<file path="src/rtl/vga_mem_scheduler_pkg.sv">
// Shared definitions for the VGA framebuffer memory scheduler.
//   - scheduler FSM state encoding
//   - default framebuffer geometry (word address width, pixel width)
//   - bit offsets of the colour fields inside an 18-bit pixel word
package vga_mem_scheduler_pkg;

   localparam int DEF_ADDR_W = 14;
   localparam int DEF_DATA_W = 18;

   // Pixel word layout: {r[5:0], g[5:0], b[5:0]}
   localparam int PIX_B_OFS = 0;
   localparam int PIX_G_OFS = 6;
   localparam int PIX_R_OFS = 12;
   localparam int PIX_CH_W  = 6;

   // Display read latency: grant cycle -> data cycle
   localparam int DISP_LAT = 2;

   typedef enum logic [1:0] {
      ST_RUN  = 2'd0,
      ST_PEND = 2'd1,
      ST_SWAP = 2'd2
   } sched_state_e;

endpackage

</file>
<file path="src/rtl/vga_mem_scheduler_edge_detect.sv">
// Registered rising-edge detector.
// Ports:
//   clock    - clock
//   reset    - asynchronous active-low reset (clears the history register)
//   in_sig   - level input
//   out_rise - 1 while in_sig is 1 and its value in the previous cycle was 0
module vga_edge_detect (
   input  logic clock,
   input  logic reset,
   input  logic in_sig,
   output logic out_rise
);

   logic prev_q;

   always_ff @(posedge clock or negedge reset) begin
      if (!reset) prev_q <= 1'b0;
      else        prev_q <= in_sig;
   end

   assign out_rise = in_sig & ~prev_q;

endmodule

</file>
<file path="src/rtl/vga_mem_scheduler.sv">
// Double-buffered framebuffer memory scheduler.
// One single-port memory holds two framebuffers; the address MSB selects the
// buffer. The display reads the front buffer with absolute priority; the
// writer fills the back buffer in the remaining cycles. A swap request is
// queued and performed on the next vertical-blank rising edge.
// Ports:
//   clock, reset                     - clock, async active-low reset
//   in_vblank                        - vertical blank level from the VGA driver
//   in_disp_req / in_disp_addr       - display read request (one word per cycle)
//   out_disp_data / out_disp_valid   - display read data, 2 cycles after grant
//   in_wr_valid/_addr/_data          - writer word
//   out_wr_ready                     - writer word accepted this cycle
//   in_swap_req                      - pulse: exchange front/back at next vblank
//   out_swap_pending                 - swap queued, not yet performed
//   out_front                        - current front buffer index
//   out_frame                        - vblank counter (wraps at 256)
//   out_mem_en/we/addr/wdata         - registered memory command
//   in_mem_rdata                     - memory read data, 1 cycle after command
module vga_mem_scheduler
   import vga_mem_scheduler_pkg::*;
#(
   parameter int ADDR_W = DEF_ADDR_W,
   parameter int DATA_W = DEF_DATA_W
) (
   input  logic              clock,
   input  logic              reset,
   input  logic              in_vblank,
   input  logic              in_disp_req,
   input  logic [ADDR_W-1:0] in_disp_addr,
   output logic [DATA_W-1:0] out_disp_data,
   output logic              out_disp_valid,
   input  logic              in_wr_valid,
   input  logic [ADDR_W-1:0] in_wr_addr,
   input  logic [DATA_W-1:0] in_wr_data,
   output logic              out_wr_ready,
   input  logic              in_swap_req,
   output logic              out_swap_pending,
   output logic              out_front,
   output logic [7:0]        out_frame,
   output logic              out_mem_en,
   output logic              out_mem_we,
   output logic [ADDR_W:0]   out_mem_addr,
   output logic [DATA_W-1:0] out_mem_wdata,
   input  logic [DATA_W-1:0] in_mem_rdata
);

   sched_state_e state_q, state_d;
   logic         vblank_rise;
   logic         disp_grant;
   logic         wr_fire;
   logic [DISP_LAT:1] vld_pipe;

   vga_edge_detect u_vblank_edge (
      .clock    (clock),
      .reset    (reset),
      .in_sig   (in_vblank),
      .out_rise (vblank_rise)
   );

   // ---------------------------------------------------------------- FSM
   always_ff @(posedge clock or negedge reset) begin
      if (!reset) state_q <= ST_RUN;
      else        state_q <= state_d;
   end

   // A request arriving together with a vblank edge lands in PEND after that
   // edge has passed, so it naturally waits for the following one.
   always_comb begin
      state_d = state_q;
      case (state_q)
         ST_RUN:  if (in_swap_req) state_d = ST_PEND;
         ST_PEND: if (vblank_rise) state_d = ST_SWAP;
         ST_SWAP: state_d = ST_RUN;
         default: state_d = ST_RUN;
      endcase
   end

   assign out_swap_pending = (state_q == ST_PEND);

   // Front index flips at the end of the SWAP cycle; the SWAP cycle itself
   // blocks writes so no write can straddle the toggle.
   always_ff @(posedge clock or negedge reset) begin
      if (!reset)                  out_front <= 1'b0;
      else if (state_q == ST_SWAP) out_front <= ~out_front;
   end

   always_ff @(posedge clock or negedge reset) begin
      if (!reset)           out_frame <= 8'd0;
      else if (vblank_rise) out_frame <= out_frame + 8'd1;
   end

   // --------------------------------------------------------- arbitration
   assign disp_grant   = in_disp_req;
   assign out_wr_ready = reset & ~in_disp_req & (state_q != ST_SWAP);
   assign wr_fire      = in_wr_valid & out_wr_ready;

   // Address/data hold their last value on idle cycles; only en/we clear.
   always_ff @(posedge clock or negedge reset) begin
      if (!reset) begin
         out_mem_en    <= 1'b0;
         out_mem_we    <= 1'b0;
         out_mem_addr  <= '0;
         out_mem_wdata <= '0;
      end else begin
         out_mem_en <= disp_grant | wr_fire;
         out_mem_we <= wr_fire;
         if (disp_grant) begin
            out_mem_addr <= {out_front, in_disp_addr};
         end else if (wr_fire) begin
            out_mem_addr  <= {~out_front, in_wr_addr};
            out_mem_wdata <= in_wr_data;
         end
      end
   end

   // ---------------------------------------------------- display latency
   // Stage 1: command on the memory port; stage 2: read data on in_mem_rdata.
   // Clearing on reset drops any read in flight.
   always_ff @(posedge clock or negedge reset) begin
      if (!reset) vld_pipe <= '0;
      else        vld_pipe <= {vld_pipe[DISP_LAT-1:1], disp_grant};
   end

   assign out_disp_valid = vld_pipe[DISP_LAT];
   assign out_disp_data  = out_disp_valid ? in_mem_rdata : '0;

endmodule
</file>
<file path="config.mk">
export PLATFORM = sky130hd
export DESIGN_NAME = vga_mem_scheduler
export DESIGN_NICKNAME = d
export VERILOG_FILES = /design/src/rtl/vga_mem_scheduler_pkg.sv /design/src/rtl/vga_mem_scheduler_edge_detect.sv /design/src/rtl/vga_mem_scheduler.sv
export SDC_FILE = /design/constraint.sdc
export NUM_CORES = 1
export LEC_CHECK = 0
export BUFFER_PORTS_ARGS = -buffer_cell sky130_fd_sc_hd__clkbuf_2
export CORE_ASPECT_RATIO = 1.75
export CORE_MARGIN = 2
export CORE_UTILIZATION = 47
export DETAILED_ROUTE_END_ITERATION = 10
export PLACE_DENSITY_LB_ADDON = 0.08
export SYNTH_ARGS = -nofsm -noshare
export SYNTH_HDL_FRONTEND = slang
export SYNTH_HIERARCHICAL = 1
export SYNTH_SLANG_ARGS = --single-unit
export TNS_END_PERCENT = 20
</file>
<file path="constraint.sdc">
create_clock -name clock -period 4.5 [get_ports clock]
set_clock_uncertainty 0.1 [all_clocks]
set_input_delay 0 -clock clock [delete_from_list [all_inputs] [get_ports clock]]
set_output_delay 0 -clock clock [all_outputs]
set_load 0.02 [all_outputs]
</file>
After elaboration in Yosys (flattened, before gate mapping)
Cells that the tools add are included.
- divide/modulo/power cells: 0
- bitwise logic cells: 8
- order comparisons: 0
- reduce and logical (&&, ||, !) cells: 4
- multiplexer cells: 6
- equality and inequality tests: 5
- shift operators: 0
- multipliers: 0
- add/sub/neg operators: 1
- operators with widths (cell ; number):
    $mux W15 ; 2
    $mux W18 ; 1
    $add A8 B1 Y8 const B ; 1
    $and A1 B1 Y1 ; 4
    $mux W2 ; 2
    $ne A2 B2 Y1 const B ; 2
    $pmux W2 S2 ; 1
    $reduce_and A2 Y1 ; 2
    $not A1 Y1 ; 3
    $eq A2 B1 Y1 const B ; 1
    $eq A2 B2 Y1 const B ; 1
    $logic_not A2 Y1 ; 1
    $ne A2 B1 Y1 const B ; 1
    $reduce_bool A2 Y1 ; 1
    $or A1 B1 Y1 ; 1
- memories: 0
- bits in latches: 0
- input port bits: 70
- register bits: 49
- word-level logic and storage cells: 33
- memory bits (writable): 0
- output and inout port bits: 65
- ROM bits: 0

Logic depth before layout (Yosys ltp)
Gate-level depths: netlist of run 1.
- depth in word-level cells: 6
- depth in mapped cells: 6
- gate-level depth less buffers: 4

By module
The synthesis of run 1 kept the hierarchy.
- by module, submodules not included (module ; instances ; seq. area each (µm²) ; cells an instance ; area an instance (µm²)):
    vga_mem_scheduler ; 1 ; 1201.2 ; 189 ; 2304.7
    vga_edge_detect ; 1 ; 25.0 ; 2 ; 38.8

Least setup slack after synthesis of run 1
No wires, ideal clock.
- kind: register -> register
- from: register state_q[0]
- to: register out_mem_wdata[10]
- data required time: 4.275 ns
- setup time: 0.125 ns
- cell stages (with the launch flop): 7
- path slack: 3.004 ns
- arrival: 1.271 ns
- clock period less this slack: 1.496 ns
- cell sequence: dfrtp_1 -> nand2b_1 -> buf_2 -> nand3_4 -> inv_4 -> buf_8 -> mux2_4
- word-level cells in the longest chain between the ends: 4
- ends and longest elaborated chain (element ; RTL line ; RTL):
    start: declaration ; vga_mem_scheduler.sv:47 ; sched_state_e state_q, state_d;
    start signal: assignment ; vga_mem_scheduler.sv:63 ; else state_q <= state_d;
    $ne A2 B2 Y1 ; vga_mem_scheduler.sv:94 ; assign out_wr_ready = reset & ~in_disp_req & (state_q != ST_SWAP);
    $and A1 B1 Y1 ; vga_mem_scheduler.sv:94 ;
    $and A1 B1 Y1 ; vga_mem_scheduler.sv:95 ; assign wr_fire = in_wr_valid & out_wr_ready;
    named net wr_fire ; vga_mem_scheduler.sv:50 ; logic wr_fire;
    $reduce_and A2 Y1 (no source line) ; -- ;
    end signal: assignment ; vga_mem_scheduler.sv:111 ; out_mem_wdata <= in_wr_data;
    end: declaration ; vga_mem_scheduler.sv:43 ; output logic [DATA_W-1:0] out_mem_wdata,
The timed path passes the listed nets, and every way through them passes these cells.
A chain may end at the register's enable or synchronous reset.

Final worst setup path of run 1
- from: input port reset
- to: register out_mem_addr[4]
- word-level cells in the longest chain between the ends: 4
- ends and longest elaborated chain (element ; RTL line ; RTL):
    start: declaration ; vga_mem_scheduler.sv:26 ; input logic reset,
    $and A1 B1 Y1 (2 in series) ; vga_mem_scheduler.sv:94 ;
    $and A1 B1 Y1 ; vga_mem_scheduler.sv:95 ;
    $reduce_bool A2 Y1 (no source line) ; -- ;
    end signal: assignment ; vga_mem_scheduler.sv:108 ; out_mem_addr <= {out_front, in_disp_addr};
    end signal: assignment ; vga_mem_scheduler.sv:110 ; out_mem_addr <= {~out_front, in_wr_addr};
    end: declaration ; vga_mem_scheduler.sv:42 ; output logic [ADDR_W:0] out_mem_addr,
No other way between the ends.

==> reports/results.tsv, run 1 <==
stage	metric	value	unit
cells_and_area	fillcell total	375	
sta	Fin. Hold Viols	0	
pwr	Leakage	0.001809	uW
critical_path	Critical Path Fanout Max	16	
synth	synth unique cells	29	
floorplanning	Core ar.	0.004892	sq mm
route	Post-route DRC	0	
clock_tree	clock root buffer	clkbuf_8	
synth	Post-synth EDFFs	0	
grt	GRT overflow	0	
sta	worst-margin pin slew	1.136	ns
synth	synth warn	6	
clock_tree	Max Root-Sink Buffers	2	
flow_run	max-cap violation count	0	
critical_path	critical path's slowest cell	nor2b_1	
sta	Final Max Tran Viols	0	
synth	sequential fraction of the synthesis area	0.5232	
critical_path	Crit. End Element	register	
cells_and_area	share of cells above drive strength 1	0.4688	
synth	#FFs+latches synth	49	
synth	post-synthesis async set-or-reset flop share	1.000	
synth	post-synth top area cell	dfrtp_1	
sta	RSZ-0062 raised after global routing	false	
critical_path	WS Path Type	in -> reg	
clock_tree	post-CTS setup repair buffer count	0	
critical_path	startpoint types	input port	
route	total wire length	6066	um
pwr	power per cell area	370.6	mW/mm^2
clock_tree	clock net sink count	49	
clock_tree	Worst-path clk slew	0.09	ns
pwr	Final Power	1330	uW
grt	vias in the first global route	2221	
clock_tree	insertion delay to the later sink of the worst-skew pair	0.29	ns
place	post-DP HPWL	4030	um
route	Routed Antenna Nets	0	
cells_and_area	diodes inserted	0	
sta	Final min period	3.040	ns
sta	fmax	0.3289	GHz
synth	Top FF cell, synth	dfrtp_1	
floorplanning	Row Count	34	
place	Port-buffer cells	134	
synth	Yosys top cell area share	0.5232	
route	drt first pass iters	4	
floorplanning	Die Area	0.005589	sq mm
cells_and_area	Final #Nets	439	
synth	Synth area leaders	dfrtp_1, o311ai_2, mux2_4	
grt	largest net degree at the start of global routing	51	
floorplanning	Die X	57.38	um
synth	Commonest cells post-synth	dfrtp_1, and2_1, inv_1, nand4_1, a22oi_1	
sta	TNS Setup	0	ns
floorplanning	Initial Utilization	0.4790	
critical_path	Critical Path, Cell by Cell	dlygate4sd3_1 > clkbuf_2 > nor2b_1 > and2_1 > o311ai_0 > dlygate4sd3_1	
critical_path	most used cell, CP	dlygate4sd3_1	
sta	period utilization	0.6757	
clock_tree	total CTS buffers	5	
synth	Mapped Cells	191	
min_path	HP Class	in -> reg	
synth	average size of a mapped cell	12.27	sq um
route	routed via count	2125	
clock_tree	CTS tree	yes	
synth	syn nets	262	
critical_path	Worst Path Arrival	3.12	ns
pwr	peak supply drop	0.0004703	V
grt	Total GRT Usage	0.2309	
route	Vias/cell	5.024	
critical_path	Critical Path RT	4.57	ns
floorplanning	num ports	135	
clock_tree	CTS hold repair buffers	49	
synth	count leader, synth	dfrtp_1	
grt	first-pass GRT wire length	10340	um
route	Wirelength per Cell	14.34	um
min_path	WHS Path Cells	3	
critical_path	slowest stage delay, CP	0.88	ns
outcome	status	complete, no violations	
route	DR iter-0 viols	101	
cells_and_area	area delta synth->final	53.12	%
synth	Post-Syn Area	0.002343	sq mm
clock_tree	H-Tree Depth	2	
floorplanning	die height	97.41	um
clock_tree	CTS resizes	0	
critical_path	R2R cell count	4	
sta	Slew HR	0.2410	
sta	final setup fails	0	
place	Final GP Congestion	0.8394	
grt	initial antenna violation count	0	
[critical path: cells and delay by family]
| family | cells | cell delay [ns] |
|---|---|---|
| and+or+nand+nor | 2 | 1.62 |
| buffers and inverters | 3 | 1.25 |
| AOI/OAI and AO/OA | 1 | 0.23 |
[final cells by class]
class	count	area, sq um	area share
clock buffer	6	72.57	0.02022
clock inverter	2	13.76	0.003835
inverter	17	66.31	0.01848
multi-input combinational	111	973.4	0.2713
sequential	49	1226	0.3417
tap	54	67.56	0.01883
timing repair buffer	184	1169	0.3257
[logic make-up (layout without fill, tap and decap cells)]
family | Yosys count | in the layout | synth area share
buffers and inverters | 31 | 209 | 0.06140
AO/OA/AOI/OAI | 30 | 30 | 0.1335
XOR/XNOR | 8 | 8 | 0.02990
multiplexers | 20 | 20 | 0.1100
AND/OR/NAND/NOR | 52 | 52 | 0.1367
adder cells (fa/ha/maj) | 1 | 1 | 0.005338
flip-flops | 49 | 49 | 0.5232
[cells in the final DEF, fill, tap and decap left out, types with 2 or more instances in the layout]
cell type	count
mux2_2	10
dfrtp_1	49
o311ai_0	5
mux2_4	9
clkbuf_8	5
nor2b_1	2
and2_1	20
clkbuf_2	134
nor2_1	4
o311ai_2	9
xor2_1	4
inv_1	16
xnor2_1	4
a22oi_1	14
nand2_1	5
dlygate4sd3_1	49
nand4_1	16
nand2b_1	2
[worst paths after layout]
path                                        startpoint                       endpoint  slack [ns]
worst min-delay path                       in_wr_valid           out_mem_en$_DFF_PN0_        0.11
max in group asynchronous                        reset  out_mem_wdata[17]$_DFFE_PN0P_        3.63
min in group asynchronous                        reset   out_mem_addr[12]$_DFFE_PN0P_        0.26
worst max-delay path                             reset    out_mem_addr[4]$_DFFE_PN0P_        1.46
worst min register to register   vld_pipe[1]$_DFF_PN0_          vld_pipe[2]$_DFF_PN0_        0.26
worst max register to register  state_q[0]$_DFFE_PN0P_    out_mem_addr[4]$_DFFE_PN0P_        1.72
[metrics by stage]
step	util	instance area, sq um	hold WS, ns	cells	setup slack, ns
6_report	0.7335	3588	0.1063	423	1.460
5_1_grt	0.7335	3588	0.1329	423	1.254
4_1_cts	0.7335	3588	0.08480	423	1.542
3_5_place_dp	0.6156	3012	0.03025	366	1.814
3_3_place_gp	0.6156	3012	0.02776	366	1.907
2_1_floorplan	-	2344	-0.3956	191	3.004
[layer usage]
metal	track usage	share of wire	wire length, um	vias to the layer above
li1	-	-	-	1032
met1	0.2867	0.39	2367	993
met2	0.4003	0.53	3239	94
met3	0.04394	0.063	383	6
met4	0.06261	0.012	75	0
met5	0	0	0	-
[flip-flops by register name, indices dropped and copies added, names as in the netlist]
register / count
out_frame: 8
out_front: 1
out_mem_addr: 15
out_mem_en: 1
out_mem_wdata: 18
out_mem_we: 1
state_q: 2
u_vblank_edge/prev_q: 1
vld_pipe: 2
[power by group]
group | switching [uW] | internal (uW) | total [uW]
combinational | 252 | 218 | 470
sequential | 77.7 | 529 | 607
clock | 142 | 111 | 253
No activity file was read; power rests on OpenSTA's default activity.
==> run 2: changes to the inputs <==
CORE_UTILIZATION = 40   (was 47)
clock period = 2.5 ns   (was 4.5 ns; I/O delays follow)
==> reports/results.tsv, run 2 (synthesis results as in run 1) <==
stage	metric	value	unit	change
sta	RSZ-0062 raised after global routing	false		unchanged
sta	worst-margin pin slew	0.6147	ns	was 1.136 ns
cells_and_area	Final #Nets	444		was 439
route	Wirelength per Cell	13.57	um	was 14.34 um
critical_path	Crit. End Element	register		unchanged
route	DR iter-0 viols	112		was 101
critical_path	Critical Path, Cell by Cell	dlygate4sd3_1 > clkbuf_4 > nor2b_1 > buf_4 > and2_1 > buf_4 > o311ai_0 > dlygate4sd3_1		was dlygate4sd3_1 > clkbuf_2 > nor2b_1 > and2_1 > o311ai_0 > dlygate4sd3_1
critical_path	startpoint types	input port		unchanged
grt	initial antenna violation count	0		unchanged
clock_tree	H-Tree Depth	2		unchanged
critical_path	CP bufs+invs	5		was 3
route	routed via count	2166		was 2,125
critical_path	Worst path depth	8		was 6
floorplanning	Initial Utilization	0.4162		was 0.4790
critical_path	Worst Path Arrival	2.42	ns	was 3.12 ns
route	detailed route wirelength on metal3	367	um	was 383 um
critical_path	R2R cell count	6		was 4
pwr	Leakage	0.001855	uW	was 0.001809 uW
cells_and_area	area delta synth->final	58.25	%	was 53.12%
pwr	power per cell area	701.6	mW/mm^2	was 370.6 mW/mm^2
route	met2 WL	3233	um	was 3239 um
cells_and_area	diodes inserted	0		unchanged
grt	vias in the first global route	2204		was 2,221
critical_path	WS Path Type	in -> reg		unchanged
sta	Final Max Tran Viols	0		unchanged
clock_tree	Worst-path clk slew	0.09	ns	about the same
clock_tree	total CTS buffers	5		unchanged
place	# placed instances	392		was 366
flow_run	max-cap violation count	0		unchanged
clock_tree	insertion delay to the later sink of the worst-skew pair	0.30	ns	was 0.29 ns
critical_path	CP startpoint	in_disp_req		was reset
sta	period utilization	0.9315		
sta	TNS Setup	0	ns	unchanged
floorplanning	Die X	61.86	um	was 57.38 um
route	Vias/cell	4.813		was 5.024
cells_and_area	Top Registers	out_mem_wdata x18, out_mem_addr x15, out_frame x8		unchanged
floorplanning	num ports	135		unchanged
cells_and_area	max reg flops	18		unchanged
critical_path	Critical R2R Capture	out_mem_addr[2]$_DFFE_PN0P_		was out_mem_addr[4]$_DFFE_PN0P_
cells_and_area	Largest Register	out_mem_wdata		unchanged
grt	first-pass GRT wire length	9984	um	was 10,340 um
sta	Final min period	2.329	ns	
place	Final GP Congestion	0.7288		was 0.8394
clock_tree	clock net sink count	49		unchanged
critical_path	Crit path max-delay family	buffers and inverters		was simple AND/OR/NAND/NOR gates
route	Post-route DRC	0		unchanged
critical_path	slowest stage delay, CP	0.58	ns	was 0.88 ns
floorplanning	Row Count	36		was 34
route	Routed Antenna Nets	0		unchanged
cells_and_area	fillcell total	454		was 375
cells_and_area	commonest non-fill, non-tap cell in the layout	clkbuf_2		unchanged
route	max layer used	met4		unchanged
sta	final setup fails	0		unchanged
grt	Total GRT Usage	0.1982		was 0.2309
clock_tree	post-CTS setup repair buffer count	0		unchanged
critical_path	Critical Path RT	2.59	ns	was 4.57 ns
clock_tree	Max Root-Sink Buffers	2		unchanged
route	total wire length	6108	um	was 6066 um
sta	final worst slack	0.1712	ns	was 1.460 ns
cells_and_area	Finished Layout Cells	450		was 423
clock_tree	CTS tree	yes		unchanged
floorplanning	Core ar.	0.005630	sq mm	was 0.004892 sq mm
clock_tree	clock root buffer	clkbuf_8		unchanged
outcome	status	complete, no violations		unchanged
place	post-DP HPWL	4189	um	was 4030 um
min_path	HP Class	in -> reg		unchanged
floorplanning	die height	105.3	um	was 97.41 um
route	drt first pass iters	4		unchanged
critical_path	Worst R2R Setup Slack	0.18	ns	was 1.72 ns
critical_path	Critical Path Fanout Max	17		was 16
sta	fmax	0.4294	GHz	
grt	largest net degree at the start of global routing	51		unchanged
place	Port-buffer cells	134		unchanged
critical_path	crit path to	out_mem_addr[2]$_DFFE_PN0P_		was out_mem_addr[4]$_DFFE_PN0P_
route	met1 WL	2368	um	was 2367 um
critical_path	worst r2r src	state_q[0]$_DFFE_PN0P_		unchanged
pwr	peak supply drop	0.0006276	V	was 0.0004703 V
cells_and_area	final instance area	0.003709	sq mm	was 0.003588 sq mm
place	Post-Place Worst Slack	0.6605	ns	was 1.814 ns
cells_and_area	share of cells above drive strength 1	0.4786		was 0.4688
cells_and_area	most frequent cells in the layout	clkbuf_2, dlygate4sd3_1, dfrtp_1, and2_1		unchanged
grt	GRT overflow	0		unchanged
sta	Slew HR	0.5897		was 0.2410
place	Placed Area	0.003069	sq mm	was 0.003012 sq mm
critical_path	critical path's slowest cell	dlygate4sd3_1		was nor2b_1
sta	Fin. Hold Viols	0		unchanged
floorplanning	Die Area	0.006511	sq mm	was 0.005589 sq mm
run 2: power breakdown:
group	total, uW	internal [uW]	switching (uW)
Clock	658	397	260
Sequential	1090	952	138
Combinational	854	398	456
run 2: repair_timing:
item / 4_1_cts / 5_1_grt
setup endpoints to repair: 0 / 14
hold endpoints to repair: 84 / 0
resized for setup: 0 / 3
hold buffers: 50 / 0
run 2: layout make-up:
cell class | count | area [sq um] | share of cell area
Multi-Input combinational cell | 111 | 975.9 | 0.2632
Clock buffer | 5 | 68.82 | 0.01856
Timing Repair Buffer | 189 | 1211 | 0.3266
Tap cell | 76 | 95.09 | 0.02564
Sequential cell | 49 | 1226 | 0.3306
Inverter | 17 | 66.31 | 0.01788
Clock inverter | 3 | 65.06 | 0.01754
run 2: per-layer routing:
| metal | vias up | GRT usage |
|---|---|---|
| li1 | 1041 | - |
| met1 | 1021 | 0.2345 |
| met2 | 92 | 0.3414 |
| met3 | 12 | 0.03558 |
| met4 | 0 | 0.07295 |
| met5 | - | 0 |
run 2: worst reg2reg max path: cells and delay by family, from the launching register on:
family | cells | cell delay [ns]
buffers and inverters | 3 | 1.04
DFF | 1 | 0.40
and+or+nand+nor | 2 | 0.39
AOI/OAI and AO/OA | 1 | 0.34
run 2: through the flow:
| step | total power, uW | hold WS [ns] | utilization |
|---|---|---|---|
| after floorplan | 1568 | -0.3956 | - |
| after global placement | 1867 | 0.02949 | 0.5451 |
| after detailed placement | 1875 | 0.03685 | 0.5451 |
| after CTS | 2626 | 0.08144 | 0.6578 |
| after global routing | 2755 | 0.1428 | 0.6587 |
| final | 2602 | 0.1109 | 0.6587 |
run 2: worst min-delay path by stage:
stage	startpoint	to	slack [ns]	cells after the start
4_1_cts	in_wr_valid	out_mem_en$_DFF_PN0_	0.08	3
3_5_place_dp	in_vblank	u_vblank_edge/prev_q$_DFF_PN0_	0.04	1
6_report	in_wr_valid	out_mem_en$_DFF_PN0_	0.11	3
3_3_place_gp	in_vblank	u_vblank_edge/prev_q$_DFF_PN0_	0.03	1
2_1_floorplan	reset	out_frame[0]$_DFFE_PN0P_	-0.40	0
5_1_grt	in_wr_valid	out_mem_en$_DFF_PN0_	0.14	3
